$ cat config.mk
export PLATFORM = sky130hd
export DESIGN_NAME = mult_b
export DESIGN_NICKNAME = d
export VERILOG_FILES = /design/src/rtl/bip_pkg.sv /design/src/rtl/mux2.sv /design/src/rtl/mult_b.sv
export SDC_FILE = /design/constraint.sdc
export NUM_CORES = 1
export LEC_CHECK = 0
export ABC_CLOCK_PERIOD_IN_PS = 800
export CAP_MARGIN = 20
export CORE_UTILIZATION = 31
export CTS_CLUSTER_SIZE = 20
export DETAILED_ROUTE_END_ITERATION = 8
export GPL_TIMING_DRIVEN = 1
export PLACE_DENSITY = 0.73
export SYNTH_ARGS = -nofsm -noshare
export SYNTH_HDL_FRONTEND = slang
export SYNTH_SLANG_ARGS = --single-unit
$ cat constraint.sdc
create_clock -name i_clock -period 0.8 [get_ports i_clock]
set_clock_uncertainty 0.1 [all_clocks]
set_input_delay 0.12 -clock i_clock [delete_from_list [all_inputs] [get_ports i_clock]]
set_output_delay 0.12 -clock i_clock [all_outputs]
set_load 0.01 [all_outputs]
$ cat src/rtl/bip_pkg.sv
// ============================================================================
// Module      : bip_pkg
// Description : Shared widths and operand-select encodings for the BIP
//               accumulator datapath. The instruction decoder uses them too.
// Revision    : 1.0 - initial release
// ============================================================================
`default_nettype none

package bip_pkg;

  localparam int DATA_WIDTH = 16;

  // Operand-B select encodings driven by the decoder's selB bit
  localparam logic SEL_B_MEM = 1'b0;
  localparam logic SEL_B_IMM = 1'b1;

endpackage : bip_pkg

`default_nettype wire

$ cat src/rtl/mux2.sv
// ============================================================================
// Module      : mux2
// Description : Parameterized 2:1 combinational word multiplexer, shared by
//               the operand-A and operand-B selectors.
// Revision    : 1.0 - initial release
// ============================================================================
`default_nettype none

module mux2
  import bip_pkg::*;
#(
  parameter int DATA_WIDTH = bip_pkg::DATA_WIDTH
) (
  input  logic                  i_sel,
  input  logic [DATA_WIDTH-1:0] i_in0,
  input  logic [DATA_WIDTH-1:0] i_in1,
  output logic [DATA_WIDTH-1:0] o_out
);

  always_comb begin
    o_out = i_in0;
    if (i_sel == SEL_B_IMM) begin
      o_out = i_in1;
    end
  end

endmodule : mux2

`default_nettype wire

$ cat src/rtl/mult_b.sv
// ============================================================================
// Module      : mult_b
// Description : Registered operand-B selector: picks the data-memory word or
//               the sign-extended immediate and presents it to the ALU stage.
// Revision    : 1.0 - initial release
// ============================================================================
`default_nettype none

module mult_b
  import bip_pkg::*;
#(
  parameter int                    DATA_WIDTH  = bip_pkg::DATA_WIDTH,
  parameter logic [DATA_WIDTH-1:0] RESET_VALUE = '0
) (
  input  logic                  i_clock,
  input  logic                  i_reset,
  input  logic                  i_enable,
  input  logic                  i_valid,
  input  logic                  i_selB,
  input  logic [DATA_WIDTH-1:0] i_DATA,
  input  logic [DATA_WIDTH-1:0] i_SIGNAL,
  output logic [DATA_WIDTH-1:0] o_MUL_B,
  output logic                  o_valid,
  output logic                  o_selB
);

  logic [DATA_WIDTH-1:0] w_sel_word;
  logic [DATA_WIDTH-1:0] r_mul_b;
  logic                  r_valid;
  logic                  r_sel_b;

  mux2 #(
    .DATA_WIDTH (DATA_WIDTH)
  ) u_mux2 (
    .i_sel (i_selB),
    .i_in0 (i_DATA),
    .i_in1 (i_SIGNAL),
    .o_out (w_sel_word)
  );

  // The word is captured regardless of i_valid; consumers qualify with o_valid.
  always_ff @(posedge i_clock or negedge i_reset) begin
    if (!i_reset) begin
      r_mul_b <= RESET_VALUE;
      r_valid <= 1'b0;
      r_sel_b <= SEL_B_MEM;
    end else if (i_enable) begin
      r_mul_b <= w_sel_word;
      r_valid <= i_valid;
      r_sel_b <= i_selB;
    end
  end

  assign o_MUL_B = r_mul_b;
  assign o_valid = r_valid;
  assign o_selB  = r_sel_b;

endmodule : mult_b

`default_nettype wire

==> metrics.md <==
| Metric | Value |
|---|---|
| Final worst setup slack | -245 ps |
| Final Hold Vio Count | 0 |
| Initial DRC count | 8 |
| Crit path max-delay family | flip-flops |
| Crit path required time | 580 ps |
| # setup viols final | 24 |
| Fin nets | 174 |
| Sequential share of the synthesized area | 54.6% |
| R2R depth | 1 |
| Routed len/inst | 12.4 um |
| Unrepaired setup endpoints after global routing | yes |
| Pwr/cell area | 1530 nW/um^2 |
| Leakage | 0.000664 uW |
| Peak per-stage delay on the critical path | 400 ps |
| Vias per cell | 4.64 |
| Initial antenna violation count | 0 |
| DIE HEIGHT | 53.6 um |
| Post-layout min period | 1050 ps |
| Commonest non-fill, non-tap cell in the layout | clkdlybuf4s50_1 |
| Root Buffer | clkbuf_4 |
| Crit share post-route | 131% |
| Die ar. | 2870 sq um |
| Slew Viols, Final | 0 |
| First-pass GRT wire length | 3.05 mm |
| Fmax | 957 MHz |
| Crit path buffers/inverters | 1 |
| Area contributors post-synth | dfrtp_1 55%, mux2i_1 19%, a21oi_1 9.7%, nor2_1 7.3%, mux2_2 2.7% |
| Filler Cell Count | 225 |
| Critical-path maximum fanout | 2 |
| Clock-pin transition on the worst setup and hold timing paths | 100 ps |
| Largest net degree at the start of global routing | 19 |
| Synth cell types | 8 |
| Core area | 2500 sq um |
| Total number of yosys warnings | 0 |
| Max_slew headroom | 83.9% |
| H-tree Lvls | 1 |
| CP Launch Type | register |
| Clock Latency Late Sink | 280 ps |
| Synth top area share | 54.6% |
| CP endpoint kind | output pin |
| Mapped Area | 825 sq um |
| Syn avg cell area | 11.1 sq um |
| Total iterations of the first detailed-routing run | 4 |
| Post-Syn Instances | 74 |
| Share of cells above drive strength 1 | 30.1% |
| Commonest cells after routing, fill and taps aside | 34 x clkdlybuf4s50_1, 18 x dfrtp_1, 15 x a21oi_1, 15 x mux2i_1, 14 x buf_2 |
| Peak supply drop | 0.883 mV |
| CP Class | register to output pin |
| Status | finished with violations |
| Gp weighted congestion | 0.623 |
| Hold WC Path Type | input pin to asynchronous set/reset pin |
| Wirelength, routed | 2.06 mm |
| Syn Nets | 111 |
| Worst Tran Pin Value | 242 ps |
| Final Util | 59.3% |
| Failing checks | setup timing |
| Die width | 53.6 um |
| Worst r2r dst | o_valid |
| GRT Total Usage | 15.1% |
| Drt drc | 0 |
| CP cell instances | buf_2 |
| Max-cap violations | 0 |
| Remaining antenna violation count | 0 |
| #FFs+latches synth | 18 |
| CTS buffer count | 3 |
| Post-DP HPWL | 1.45 mm |
| IO Count | 55 |
| Reg2reg start | o_valid |
| Clock sinks | 18 |
| CTS tree | built |
| Diodes inserted | 0 |
| Area growth, synth to finish | 79.8% |
| Initial Util | 33.0% |
| Vias in the first global route | 710 |
| Row count | 18 |
| Vias | 770 |
| Reg-to-reg setup timing slack | -60 ps |
| CP Data Arrival Time | 830 ps |
| CTS Buffer Depth | 2 |
| Count of input and output buffers | 54 |
| Worst hold slack | 56.5 ps |
| Critical Path Slowest Stage Cell | dfrtp_1 |
| Cell taking the most area after synthesis | dfrtp_1 |
| GRT overflow | 0 |
==> through the flow <==
step | setup TNS (ps) | std cells | setup slack, ps | total power (uW) | instance area, sq um
global route | -5390 | 166 | -291 | 2390 | 1480
global placement | -14130 | 156 | -524 | 1710 | 1410
detailed placement | -14520 | 156 | -549 | 1730 | 1410
finish | -4500 | 166 | -245 | 2270 | 1480
CTS | -4560 | 164 | -253 | 2210 | 1410
floorplan | -218 | 74 | -69.4 | 1300 | 833
==> where the power goes <==
group,internal (uW),switching [uW]
Clock,277,271
Combinational,402,259
Sequential,1000,52.8
==> cell type report <==
| class | count | area (sq um) | share of cell area, % |
|---|---|---|---|
| well taps | 30 | 37.5 | 2.53 |
| repair buffers | 64 | 608 | 41.0 |
| clock buffers | 4 | 36.3 | 2.45 |
| flip-flops and latches | 18 | 450 | 30.4 |
| multi-input cells | 50 | 350 | 23.6 |
==> repair_timing <==
| action | 4_1_cts | 5_1_grt |
|---|---|---|
| buffers inserted | 2 | 2 |
| hold endpoints to repair | 0 | 0 |
| gates resized for setup | 80 | 14 |
| gates cloned | 2 | 0 |
| hold buffers | 0 | 0 |
| pin swaps | 0 | 1 |
| setup endpoints to repair | 36 | 24 |
==> sequential cells by signal, summed over array words and instances (netlist names) <==
signal / cells
o_valid: 1
o_MUL_B: 16
o_selB: 1
==> how the worst max path moves through the flow <==
stage | start | to | slack [ps] | cells after the start
detailed placement | i_selB | o_MUL_B[13] | -550 | 4
floorplan | o_valid | o_valid | -70 | 1
global route | o_MUL_B[14] | o_MUL_B[14] | -290 | 1
global placement | i_selB | o_MUL_B[6] | -520 | 4
CTS | o_MUL_B[14] | o_MUL_B[14] | -250 | 1
finish | o_MUL_B[6] | o_MUL_B[6] | -250 | 1
==> metal layers <==
layer	up-vias	track usage, %	part of all wire (%)	wire length, um
li1	376	-	-	-
met2	43	26.5	48	993
met1	347	17.4	41	844
met3	4	4.24	10	212
met4	0	5.26	0.63	13
met5	-	0	0	0
==> synth_stat cells <==
cell type   n
mux2_2      2
buf_12      1
buf_6       1
a21oi_1    16
mux2i_1    16
buf_2       4
dfrtp_1    18
nor2_1     16
==> cell families after synthesis <==
| logic type | Yosys count | synth area share (%) |
|---|---|---|
| muxes | 18 | 22.2 |
| DFF | 18 | 54.6 |
| AOI/OAI and AO/OA | 16 | 9.71 |
| and+or+nand+nor | 16 | 7.28 |
| buffers and inverters | 6 | 6.22 |
Power figures use the tool's default switching activity.
